File: config.mk
export PLATFORM = sky130hd
export DESIGN_NAME = uart_rx_capture
export DESIGN_NICKNAME = d
export VERILOG_FILES = /design/src/rtl/uart_rx_pkg.sv /design/src/rtl/uart_rx_fifo.sv /design/src/rtl/uart_rx_capture.sv
export SDC_FILE = /design/constraint.sdc
export NUM_CORES = 1
export LEC_CHECK = 0
export BUFFER_PORTS_ARGS = -buffer_cell sky130_fd_sc_hd__buf_4
export CORE_MARGIN = 2
export CORE_UTILIZATION = 55
export DETAILED_ROUTE_END_ITERATION = 8
export PLACE_DENSITY = 0.75
export SLEW_MARGIN = 20
export SYNTH_ARGS = -nofsm -noshare
export SYNTH_HDL_FRONTEND = slang
export SYNTH_HIERARCHICAL = 1
export SYNTH_SLANG_ARGS = --single-unit
File: constraint.sdc
create_clock -name wb_clk_i -period 2.7 [get_ports wb_clk_i]
set_input_delay 0 -clock wb_clk_i [delete_from_list [all_inputs] [get_ports wb_clk_i]]
set_output_delay 0 -clock wb_clk_i [all_outputs]
set_load 0.05 [all_outputs]
File: src/rtl/uart_rx_pkg.sv
// Shared types and helpers for the bench-side UART capture receiver.
// The PARITY state exists only when UART_RX_CAPTURE_PARITY_EN is defined.
package uart_rx_pkg;

    localparam int unsigned DataBits  = 8;
    localparam logic        StopLevel = 1'b1;

`ifdef UART_RX_CAPTURE_PARITY_EN
    typedef enum logic [2:0] {
        StIdle, StStart, StData, StParity, StStop, StBreak
    } state_t;
`else
    typedef enum logic [2:0] {
        StIdle, StStart, StData, StStop, StBreak
    } state_t;
`endif

    // Value the parity bit must carry so that data plus parity has an even number of ones.
    function automatic logic even_parity(input logic [DataBits-1:0] d);
        return ^d;
    endfunction

endpackage

File: src/rtl/uart_rx_fifo.sv
// Synchronous show-ahead FIFO; head word is visible on rdata whenever not empty.
module uart_rx_fifo #(
    parameter int unsigned Width = 8,
    parameter int unsigned Aw    = 4
) (
    input  logic             clk,
    input  logic             rst,
    input  logic             push,
    input  logic [Width-1:0] wdata,
    input  logic             pop,
    output logic [Width-1:0] rdata,
    output logic             full,
    output logic             empty,
    output logic [Aw:0]      level
);

    localparam int unsigned Depth = 1 << Aw;

    logic [Width-1:0] mem [Depth];
    logic [Aw:0]      wr_q, rd_q;
    logic             do_push, do_pop;

    assign empty   = (wr_q == rd_q);
    assign full    = (wr_q[Aw] != rd_q[Aw]) && (wr_q[Aw-1:0] == rd_q[Aw-1:0]);
    assign level   = wr_q - rd_q;
    assign do_pop  = pop & ~empty;
    // A simultaneous pop frees the slot, so a push at full is still accepted.
    assign do_push = push & (~full | do_pop);
    assign rdata   = empty ? '0 : mem[rd_q[Aw-1:0]];

    always_ff @(posedge clk or posedge rst) begin
        if (rst) begin
            wr_q <= '0;
            rd_q <= '0;
        end else begin
            if (do_push) wr_q <= wr_q + 1'b1;
            if (do_pop)  rd_q <= rd_q + 1'b1;
        end
    end

    always_ff @(posedge clk) begin
        if (do_push) mem[wr_q[Aw-1:0]] <= wdata;
    end

endmodule

File: src/rtl/uart_rx_capture.sv
// UART capture receiver: 8N1 deserialiser feeding a show-ahead byte FIFO.
// Define UART_RX_CAPTURE_PARITY_EN for 8E1 frames with parity checking.
module uart_rx_capture
    import uart_rx_pkg::*;
#(
    parameter int unsigned CLKS_PER_BIT = 868,
    parameter int unsigned FIFO_AW      = 4
) (
    input  logic             wb_clk_i,
    input  logic             wb_rst_i,
    input  logic             rx_i,
    output logic [7:0]       data_o,
    output logic             valid_o,
    input  logic             ready_i,
    output logic [FIFO_AW:0] level_o,
    input  logic             err_clr_i,
    output logic             frame_err_o,
    output logic             overrun_o,
    output logic             parity_err_o
);

    localparam int unsigned CntW = $clog2(CLKS_PER_BIT);
    localparam logic [CntW-1:0] HalfM1 = CntW'(CLKS_PER_BIT / 2 - 1);
    localparam logic [CntW-1:0] BitM1  = CntW'(CLKS_PER_BIT - 1);

    state_t                state_q, state_d;
    logic [CntW-1:0]       cnt_q, cnt_d;
    logic [2:0]            bit_q, bit_d;
    logic [DataBits-1:0]   shift_q, shift_d;
    logic                  rx_meta_q, rx_s;
    logic                  push, frame_set, overrun_set, full, empty;
    logic                  frame_q, overrun_q;

    always_ff @(posedge wb_clk_i or posedge wb_rst_i) begin
        if (wb_rst_i) begin
            rx_meta_q <= 1'b1;
            rx_s      <= 1'b1;
            state_q   <= StIdle;
            cnt_q     <= '0;
            bit_q     <= '0;
            shift_q   <= '0;
            frame_q   <= 1'b0;
            overrun_q <= 1'b0;
        end else begin
            rx_meta_q <= rx_i;
            rx_s      <= rx_meta_q;
            state_q   <= state_d;
            cnt_q     <= cnt_d;
            bit_q     <= bit_d;
            shift_q   <= shift_d;
            frame_q   <= frame_set | (frame_q & ~err_clr_i);
            overrun_q <= overrun_set | (overrun_q & ~err_clr_i);
        end
    end

`ifdef UART_RX_CAPTURE_PARITY_EN
    logic par_bad_q, par_bad_d, par_set, par_q;

    always_ff @(posedge wb_clk_i or posedge wb_rst_i) begin
        if (wb_rst_i) begin
            par_bad_q <= 1'b0;
            par_q     <= 1'b0;
        end else begin
            par_bad_q <= par_bad_d;
            par_q     <= par_set | (par_q & ~err_clr_i);
        end
    end
    assign parity_err_o = par_q;
`else
    assign parity_err_o = 1'b0;
`endif

    always_comb begin
        state_d   = state_q;
        cnt_d     = cnt_q;
        bit_d     = bit_q;
        shift_d   = shift_q;
        push      = 1'b0;
        frame_set = 1'b0;
`ifdef UART_RX_CAPTURE_PARITY_EN
        par_bad_d = par_bad_q;
        par_set   = 1'b0;
`endif
        case (state_q)
            StIdle: begin
                cnt_d = '0;
                bit_d = '0;
`ifdef UART_RX_CAPTURE_PARITY_EN
                par_bad_d = 1'b0;
`endif
                if (!rx_s) state_d = StStart;
            end
            StStart: begin
                if (cnt_q == HalfM1) begin
                    cnt_d   = '0;
                    state_d = rx_s ? StIdle : StData;
                end else begin
                    cnt_d = cnt_q + 1'b1;
                end
            end
            StData: begin
                if (cnt_q == BitM1) begin
                    cnt_d   = '0;
                    shift_d = {rx_s, shift_q[DataBits-1:1]};
                    bit_d   = bit_q + 1'b1;
                    if (bit_q == 3'd7) begin
`ifdef UART_RX_CAPTURE_PARITY_EN
                        state_d = StParity;
`else
                        state_d = StStop;
`endif
                    end
                end else begin
                    cnt_d = cnt_q + 1'b1;
                end
            end
`ifdef UART_RX_CAPTURE_PARITY_EN
            StParity: begin
                if (cnt_q == BitM1) begin
                    cnt_d     = '0;
                    par_bad_d = (even_parity(shift_q) != rx_s);
                    par_set   = par_bad_d;
                    state_d   = StStop;
                end else begin
                    cnt_d = cnt_q + 1'b1;
                end
            end
`endif
            StStop: begin
                if (cnt_q == BitM1) begin
                    cnt_d = '0;
                    if (rx_s == StopLevel) begin
`ifdef UART_RX_CAPTURE_PARITY_EN
                        push = ~par_bad_q;
`else
                        push = 1'b1;
`endif
                        state_d = StIdle;
                    end else begin
                        frame_set = 1'b1;
                        state_d   = StBreak;
                    end
                end else begin
                    cnt_d = cnt_q + 1'b1;
                end
            end
            StBreak: begin
                // A line held low past the stop bit counts as one frame error.
                if (rx_s) state_d = StIdle;
            end
            default: state_d = StIdle;
        endcase
    end

    assign valid_o     = ~empty;
    assign overrun_set = push & full & ~ready_i;
    assign frame_err_o = frame_q;
    assign overrun_o   = overrun_q;

    uart_rx_fifo #(
        .Width (DataBits),
        .Aw    (FIFO_AW)
    ) u_fifo (
        .clk   (wb_clk_i),
        .rst   (wb_rst_i),
        .push  (push),
        .wdata (shift_q),
        .pop   (ready_i),
        .rdata (data_o),
        .full  (full),
        .empty (empty),
        .level (level_o)
    );

endmodule

==> flow_summary_export.csv, run 1 <==
group,metric,value,unit
status,status,"finished clean",
worst_hold_path,hp-class,"in -> async",
placement,gp_congestion,0.779,
grt,grt_pass1_wl,22.4,mm
timing,max_slew_margin,50.4,%
logic_synthesis,syn_nets,446,
clocking,root_buffer,"clkbuf_16",
setup_path,rr_startpoint,"cnt_q[0]",
power,p_clk_share,35.4,%
route,via_per_inst,5.90,
finish,multi_input_area,2200,um2
setup_path,critPathKind,"reg -> out",
setup_path,start_kind,"register",
setup_path,worst-endpoint-arrival,2.57,ns
power,comb_power_share,24.0,%
route,met2_length,7.05,mm
power,switchingPower,2.13,mW
logic_synthesis,yosysMostFrequentCell,"edfxtp_1",
finish,fill_cells,903,
power,switching_share,30.9,%
route,drtIter0Drc,335,
timing,finClkSkew,0.00695,ns
placement,placedCellCount,629,
clocking,insertion_delay,0.43,ns
power,ir_worst_vdd,0.405,mV
logic_synthesis,ys_top_cells_by_area,"edfxtp_1 (53%), dfrtp_1 (13%), mux4_2 (6.9%)",
clocking,clock-sinks,166,
placement,place_hpwl,9.24,mm
logic_synthesis,synth.distinct_cells,58,
route,drt-total-wl,14.3,mm
logic_synthesis,ys_top_cells_by_count,"edfxtp_1 (128), dfrtp_1 (36), nand2_1 (24), mux4_2 (22), inv_1 (18)",
timing,grt_setup_unrepaired,"false",
route,drc,0,
finish,final_util,65.8,%
clocking,numCtsBuffers,17,
logic_synthesis,ys_ff_latch,166,
logic_synthesis,yosysSeqAreaShare,66.6,%
floorplanning,start_util,56.6,%
logic_synthesis,synth_ff_type,"edfxtp_1",
grt,grt_overflow,0,
power,seqPwrFrac,40.6,%
timing,setup-violations-final,0,
floorplanning,core,12700,um2
logic_synthesis,syn-cell-area,7200,um2
route,dr.pass1.iters,5,
grt,antenna_found_initial,0,
grt,grt_max_degree,36,
placement,port_buffers,20,
route,met3_length,727,um
setup_path,critPathMaxStageDelay,0.62,ns
power,p_leak,3.50,nW
route,vias,3940,
clocking,cts_max_level,4,
logic_synthesis,synth_edf_count,128,
floorplanning,die_y,118,um
floorplanning,io_pins,22,
route,wire_per_inst,21.3,um
timing,finalMaxSlewViolations,0,
clocking,tritoncts,"built",
logic_synthesis,postSynthCellCount,427,
grt,grt_pass1_vias,3945,
clocking,path_clk_slew,0.06,ns
timing,max_freq,0.389,GHz
logic_synthesis,synth_largest_area_cell,"edfxtp_1",
timing,setup_slack,0.130,ns
timing,layout_min_cycle_time,2.57,ns
timing,finalHoldViolCount,0,
timing,worst_slew_pin_slew,0.744,ns
logic_synthesis,ys_warn_count,6,
setup_path,reg2reg_slack,0.28,ns
finish,ff_latch_area,4800,um2
finish,area_delta_synth_final,16.2,%
setup_path,crit_fanout,35,
setup_path,reg2regPathDepth,10,
grt,grt_use_total,22.1,%
finish,drive_above_1_share,29.6,%
setup_path,end_kind,"output pin",
power,intPower,4.75,mW
floorplanning,dieArea,14000,um2
timing,fin_crit_sh,95.2,%
route,ant_nets,0,
setup_path,reg2reg_to,"u_fifo/mem[8][1]",
finish,instances_no_fill,668,
setup_path,worstPathCellList,"buf_6 > mux4_1 > mux2_2 > o21ai_1 > a21oi_1 > buf_4",
logic_synthesis,syn_area_per_cell,16.9,um2
setup_path,critPathSlowestCell,"mux4_1",
finish,insertedDiodeCount,0,
route,drt-met1-wl,6.00,mm
logic_synthesis,async_flop_share,22.9,%
flow_run,cap_violations,0,
logic_synthesis,synth_top_area_share,53.4,%
route,routed.top_layer,"met4",
placement,dp_slack,0.00254,ns
floorplanning,core.rowCount,41,
floorplanning,die_w,118,um
finish,nets,502,
clocking,clock_path_buffers,2,
power,power-per-cell-area,822,nW/um2
setup_path,cp.required,2.70,ns
timing,tns,0,ns
==> layout make-up <==
type	instances	area share, %
Clock inverter	15	2.17
Timing Repair Buffer	59	5.61
Sequential cell	166	57.4
Clock buffer	17	5.08
Tap cell	172	2.57
Inverter	19	0.852
Multi-Input combinational cell	220	26.3
==> registers in the layout, indices dropped and copies added, names as in the netlist <==
register / cells
u_fifo/mem: 128
cnt_q: 10
shift_q: 8
u_fifo/rd_q: 5
u_fifo/wr_q: 5
bit_q: 3
state_q: 3
frame_err_o: 1
overrun_o: 1
rx_meta_q: 1
rx_s: 1
==> metrics by stage <==
step / hold WS, ns / power (mW) / cell area (um2)
after floorplan: -0.160 / 4.15 / 7220
after global placement: 0.0222 / 4.48 / 7680
after detailed placement: 0.0252 / 4.49 / 7680
after CTS: 0.131 / 6.94 / 8340
after global routing: 0.181 / 7.13 / 8370
final: 0.135 / 6.88 / 8370
==> how the worst max path moves through the flow <==
stage                   start                to  slack (ns)  depth (start not counted)
6_report       u_fifo/rd_q[1]         data_o[5]        0.13                          6
4_1_cts        u_fifo/rd_q[1]         data_o[3]        0.11                          6
3_5_place_dp         cnt_q[0]  u_fifo/mem[1][4]       0.003                          9
2_1_floorplan  u_fifo/rd_q[3]         data_o[0]        0.01                          9
3_3_place_gp         cnt_q[0]  u_fifo/mem[5][0]        0.08                          9
5_1_grt        u_fifo/rd_q[1]         data_o[3]        0.01                          6
==> cells by family after synthesis <==
group | synth area share, %
compound gates | 4.28
xor+xnor | 1.46
fa+ha+maj | 2.54
buf+inv | 3.20
flops | 66.6
mux | 15.0
other cells | 0.0521
simple gates | 6.83
==> placed cells by master, fill, tap and decap left out, types with 3 or more instances in the layout <==
| cell type | n |
|---|---|
| nand2_1 | 24 |
| mux2_2 | 11 |
| nand3_1 | 11 |
| nor2_1 | 17 |
| buf_4 | 53 |
| nand4_1 | 8 |
| o311ai_1 | 3 |
| inv_6 | 8 |
| clkbuf_16 | 17 |
| ha_1 | 12 |
| mux4_1 | 9 |
| dlygate4sd3_1 | 4 |
| mux2i_1 | 12 |
| edfxtp_1 | 128 |
| o21ai_1 | 7 |
| and3_1 | 4 |
| mux4_2 | 22 |
| nand2b_1 | 3 |
| dfrtp_1 | 34 |
| a21oi_1 | 12 |
| xnor2_1 | 11 |
| nor3_2 | 4 |
| inv_1 | 17 |
| mux2_4 | 7 |
| o21ai_0 | 7 |
==> power by group through the flow <==
stage / Clock (mW) / Combinational [mW] / Sequential, mW
finish: 2.44 / 1.65 / 2.79
global route: 2.58 / 1.75 / 2.79
CTS: 2.48 / 1.67 / 2.79
detailed placement: 0 / 1.65 / 2.84
global placement: 0 / 1.64 / 2.84
floorplan: 0 / 1.31 / 2.84
==> worst max-delay path, delay by kind of cell, from the launching register on <==
family,cells,cell delay (ns)
buffers and inverters,2,0.55
DFF,1,0.37
AOI/OAI and AO/OA,2,0.28
muxes,2,0.90
==> what timing repair did <==
| item | in CTS | in global routing |
|---|---|---|
| gates resized for setup | 1 | 4 |
| buffers inserted | 2 | 1 |
| endpoints found under the hold margin | 44 | 0 |
| setup endpoints to repair | 17 | 99 |
| hold buffers | 4 | 0 |
| pin swaps | 0 | 0 |
==> metal layers <==
metal  vias to the layer above  global-route usage, %
li1                       1778                      -
met2                       157                   34.5
met4                         0                   11.1
met1                      1971                   29.8
met3                        34                   4.54
met5                         -                      0
Note: power is estimated with default switching activity, not from simulation.
==> inputs of run 2 (changes only) <==
--- a/constraint.sdc
+++ b/constraint.sdc
@@ -3,2 +3,2 @@
 set_output_delay 0 -clock wb_clk_i [all_outputs]
-set_load 0.05 [all_outputs]
+set_load 0.01 [all_outputs]
==> run 2 against run 1 <==
Compared with the run above:
- non-clock buffer count is 2 higher
- first-iteration DRC count is 6.6% lower
- cell area is 0.34% lower
- die area stayed put
- critical path type is now reg -> reg
==> flow_summary_export.csv, run 2 (synthesis results as in run 1) <==
group,metric,value,unit
status,status,"finished clean",
floorplanning,io_pins,22,
timing,layout_min_cycle_time,2.60,ns
setup_path,reg2regPathDepth,10,
clocking,numCtsBuffers,17,
timing,fin_crit_sh,96.5,%
finish,nets,504,
setup_path,start_kind,"register",
finish,stdcell_area,8340,um2
grt,grt_pass1_wl,23.2,mm
power,power-per-cell-area,766,nW/um2
route,drc,0,
route,via_per_inst,5.91,
finish,area_delta_synth_final,15.8,%
finish,largest_reg_flops,128,
setup_path,end_kind,"register",
floorplanning,dieArea,14000,um2
placement,place_hpwl,9.42,mm
grt,grt_pass1_vias,4121,
timing,setup-violations-final,0,
clocking,cts_max_level,4,
placement,port_buffers,20,
floorplanning,start_util,56.6,%
grt,use_met2,38.1,%
grt,grt_overflow,0,
finish,fill_cells,910,
clocking,root_buffer,"clkbuf_16",
finish,insertedDiodeCount,0,
timing,finClkSkew,0.00947,ns
grt,grt_max_degree,36,
timing,max_slew_margin,52.0,%
grt,grt.met3_usage,4.25,%
setup_path,crit_fanout,8,
setup_path,rr_startpoint,"cnt_q[1]",
timing,tns,0,ns
timing,grt_setup_unrepaired,"false",
setup_path,critPathKind,"reg -> reg",
floorplanning,die_y,118,um
worst_hold_path,hp-class,"in -> async",
placement,dp_slack,0.0238,ns
placement,postPlaceCellArea,7670,um2
timing,finalMaxSlewViolations,0,
flow_run,cap_violations,0,
finish,final_common_cell,"edfxtp_1",
setup_path,reg2reg_slack,0.1,ns
setup_path,reg2reg_to,"u_fifo/mem[5][3]",
route,wire_per_inst,21.7,um
finish,drive_above_1_share,29.7,%
grt,met1_usage,29.1,%
finish,final_cell_mix,"edfxtp_1 (128), buf_4 (55), dfrtp_1 (35), mux4_2 (22), nand2_1 (20)",
clocking,clock-sinks,166,
grt,busiest_layer,"met2",
floorplanning,die_w,118,um
placement,gp_congestion,0.776,
floorplanning,core,12700,um2
clocking,clock_path_buffers,2,
clocking,tritoncts,"built",
grt,grt_use_total,22.5,%
setup_path,worst-endpoint-arrival,2.73,ns
timing,whs,0.148,ns
route,vias,3962,
timing,setup_slack,0.0956,ns
floorplanning,core.rowCount,41,
clocking,path_clk_slew,0.06,ns
route,drtIter0Drc,313,
route,dr.pass1.iters,5,
power,ir_worst_vdd,0.427,mV
timing,max_freq,0.384,GHz
route,drt-total-wl,14.5,mm
grt,antenna_found_initial,0,
setup_path,cp.required,2.83,ns
route,ant_nets,0,
clocking,insertion_delay,0.42,ns
power,p_leak,3.49,nW
timing,finalHoldViolCount,0,
timing,worst_slew_pin_slew,0.721,ns
run 2: changes by cell type in the layout (fill, tap and decap cells not counted), sizes merged:
cell / delta
clkbuf: +3
buf: +2
inv: -6
clkinv: +3
run 2: layout make-up:
cell class,instances,area [um2],area share (%)
flip-flops and latches,166,4800,57.5
multi-input cells,220,2200,26.4
repair buffers,61,484,5.81
clock buffers,20,437,5.24
well taps,172,215,2.58
clock inverters,12,128,1.53
inverters,19,71.3,0.855
run 2: critical path: stages (launching register included):
cell and delay, ns:
dfrtp_1 0.41, ha_2 0.25, and4bb_2 0.30, and4_1 0.27, nand3b_1 0.11, nor2_1 0.12, o31a_1 0.23, buf_4 0.15
nand2_2 0.10, nor2_1 0.16, buf_4 0.20
run 2: how the worst max path moves through the flow:
stage	start	endpoint	slack (ns)	cells after the start
finish	cnt_q[1]	u_fifo/mem[5][3]	0.1	10
floorplan	u_fifo/rd_q[3]	u_fifo/mem[11][0]	0.15	9
global placement	cnt_q[0]	u_fifo/mem[5][3]	0.08	9
CTS	cnt_q[0]	u_fifo/mem[5][4]	0.06	9
global route	u_fifo/wr_q[3]	data_o[4]	0.006	7
detailed placement	cnt_q[0]	u_fifo/mem[13][0]	0.02	9
run 2: per-stage QoR:
step,std cells,util [%],power [mW]
floorplan,427,-,3.78
global placement,628,60.3,4.11
detailed placement,628,60.3,4.13
CTS,667,65.2,6.42
global route,670,65.5,6.61
finish,670,65.5,6.39
run 2: report_power, final:
| group | switching [mW] | leakage, nW | internal [mW] | total, mW |
|---|---|---|---|---|
| clock network | 0.944 | 0.270 | 1.36 | 2.30 |
| logic | 0.712 | 1.24 | 0.581 | 1.29 |
| registers | 0.0261 | 1.98 | 2.76 | 2.79 |
run 2: routing by layer:
metal / routed length, um / up-vias
met5: 0 / -
met4: 297 / 0
met3: 672 / 21
met2: 7530 / 129
met1: 6050 / 2029
li1: - / 1783
run 2: what timing repair did:
action                                  4_1_cts  5_1_grt
hold buffers                                  4        0
resized for setup                             0        8
hold endpoints to repair                     44        0
endpoints found under the setup margin        8      129
buffers inserted                              3        3
==> inputs of run 3 (changes only) <==
CORE_MARGIN = 5   (was 2)
GPL_TIMING_DRIVEN = 0   (was not set)
TNS_END_PERCENT = 50   (was not set)
==> run 3 against run 2 <==
Compared with the run above:
- via count rose by 0.73%
- global-route usage shrank 2.8 points
- clock skew fell by 0.0032 ns
- sequential cell count is the same
- critical path depth is 1 higher
- register-to-register slack better by 0.02 ns
- combinational power is 13% higher
- clock-buffer cell count shrank 1
- highest routed layer unchanged
- final cell count up 0.30%
- power grew 2.0%
==> flow_summary_export.csv, run 3 (synthesis results as in run 1) <==
group,metric,value,unit
route,drtIter0Drc,344,
power,power,6.52,mW
setup_path,end_kind,"output pin",
setup_path,worst-path-buf-inv,6,
setup_path,critPathSlowestCell,"dfrtp_1",
finish,stdcell_area,8530,um2
clocking,numCtsBuffers,17,
timing,finClkSkew,0.00623,ns
status,status,"finished clean",
finish,insertedDiodeCount,0,
power,switching_share,26.1,%
grt,grt_pass1_wl,23.0,mm
finish,instances_no_fill,672,
floorplanning,die_w,124,um
timing,setup-violations-final,0,
power,power-per-cell-area,764,nW/um2
timing,max_freq,0.386,GHz
finish,multi_input_area,2360,um2
finish,nets,506,
route,wire_per_inst,21.6,um
floorplanning,core.rowCount,41,
route,drt-total-wl,14.5,mm
route,dr.pass1.iters,5,
setup_path,critPathMaxStageDelay,0.37,ns
route,vias,3991,
setup_path,worstPathCellList,"buf_6 > buf_12 > buf_12 > clkinvlp_4 > ha_4 > and4_1 > nand2_2 > clkbuf_8 > o21ai_1 > a21oi_1 > buf_4",
setup_path,crit_family,"buffers and inverters",
route,drc,0,
timing,finalMaxSlewViolations,0,
timing,whs,0.142,ns
floorplanning,io_pins,22,
timing,layout_min_cycle_time,2.59,ns
route,via_per_inst,5.94,
clocking,clock-sinks,166,
timing,max_slew_margin,47.3,%
flow_run,cap_violations,0,
clocking,root_buffer,"clkbuf_16",
clocking,tritoncts,"built",
placement,postPlaceCellArea,7580,um2
grt,grt_overflow,0,
finish,final_util,67.1,%
setup_path,worst-endpoint-arrival,2.59,ns
finish,ff_latch_area,4800,um2
placement,port_buffers,20,
setup_path,cpMostUsedCell,"buf_12",
finish,final_cell_mix,"edfxtp_1 (128), buf_4 (40), dfrtp_1 (35), mux4_2 (22), nand2_1 (19)",
worst_hold_path,hp-class,"in -> async",
clocking,path_clk_slew,0.06,ns
finish,final_common_cell,"edfxtp_1",
placement,placedCellCount,619,
power,ir_worst_vdd,0.387,mV
setup_path,cp.required,2.70,ns
grt,grt_pass1_vias,4083,
clocking,insertion_delay,0.42,ns
timing,finalHoldViolCount,0,
power,p_clk_share,34.3,%
route,ant_nets,0,
power,intPower,4.82,mW
timing,setup_slack,0.110,ns
placement,place_hpwl,9.30,mm
finish,largest_reg_flops,128,
floorplanning,core,12700,um2
floorplanning,start_util,56.6,%
grt,grt_max_degree,29,
power,switchingPower,1.70,mW
clocking,clock_path_buffers,2,
finish,area_delta_synth_final,18.5,%
timing,worst_slew_pin_slew,0.791,ns
placement,gp_congestion,0.815,
grt,antenna_found_initial,0,
setup_path,critPathKind,"reg -> out",
power,seqPwrFrac,43.2,%
power,p_leak,3.51,nW
floorplanning,dieArea,15500,um2
setup_path,crit_fanout,10,
setup_path,start_kind,"register",
placement,dp_slack,-0.925,ns
finish,fill_cells,867,
finish,drive_above_1_share,31.8,%
timing,fin_crit_sh,95.9,%
floorplanning,die_y,124,um
power,comb_power_share,22.4,%
clocking,cts_max_level,4,
grt,grt_use_total,19.7,%
timing,tns,0,ns
[run 3: worst paths after layout]
check	end	cells past startpoint	slack, ns	from
max	data_o[3]	11	0.11	u_fifo/rd_q[1]
min	u_fifo/wr_q[1]	3	0.14	wb_rst_i
max reg2reg	u_fifo/mem[0][5]	10	0.12	cnt_q[1]
min reg2reg	rx_s	0	0.36	rx_meta_q
max in group asynchronous	shift_q[7]	3	2.09	wb_rst_i
min in group wb_clk_i	rx_meta_q	2	0.22	rx_i
[run 3: final cells by class]
cell class                 instances  area share, %
sequential                       166           56.2
multi-input combinational        220           27.6
clock buffer                      19           5.07
timing repair buffer              42           4.25
tap                              172           2.52
buffer                            21           2.04
clock inverter                    13           1.33
inverter                          19          0.909
[run 3: repair_timing]
item	4_1_cts	5_1_grt
setup endpoints to repair	139	137
hold endpoints to repair	44	0
gates cloned	0	0
buffers inserted	8	10
pin swaps	4	4
gates resized for setup	45	6
hold buffers	4	0
[run 3: metal layers]
metal  share of wire [%]  routed length, um  vias to the layer above  GRT usage (%)
li1                    -                  -                     1787              -
met1                  39               5690                     2055           24.3
met2                  54               7820                      131           33.9
met3                 5.2                760                       18           5.36
met4                 1.8                267                        0           6.25
met5                   0                  0                        -              0
[run 3: power groups by stage]
stage,Clock [mW],Combinational [mW],Sequential (mW)
2_1_floorplan,0,0.944,2.84
3_3_place_gp,0,1.36,2.84
3_5_place_dp,0,1.36,2.85
4_1_cts,2.28,1.38,2.82
5_1_grt,2.39,1.57,2.82
6_report,2.24,1.46,2.82
[run 3: worst min-delay path: stages]
cell and delay [ns]:
dlygate4sd3_1 0.54, buf_4 0.14, inv_1 0.30
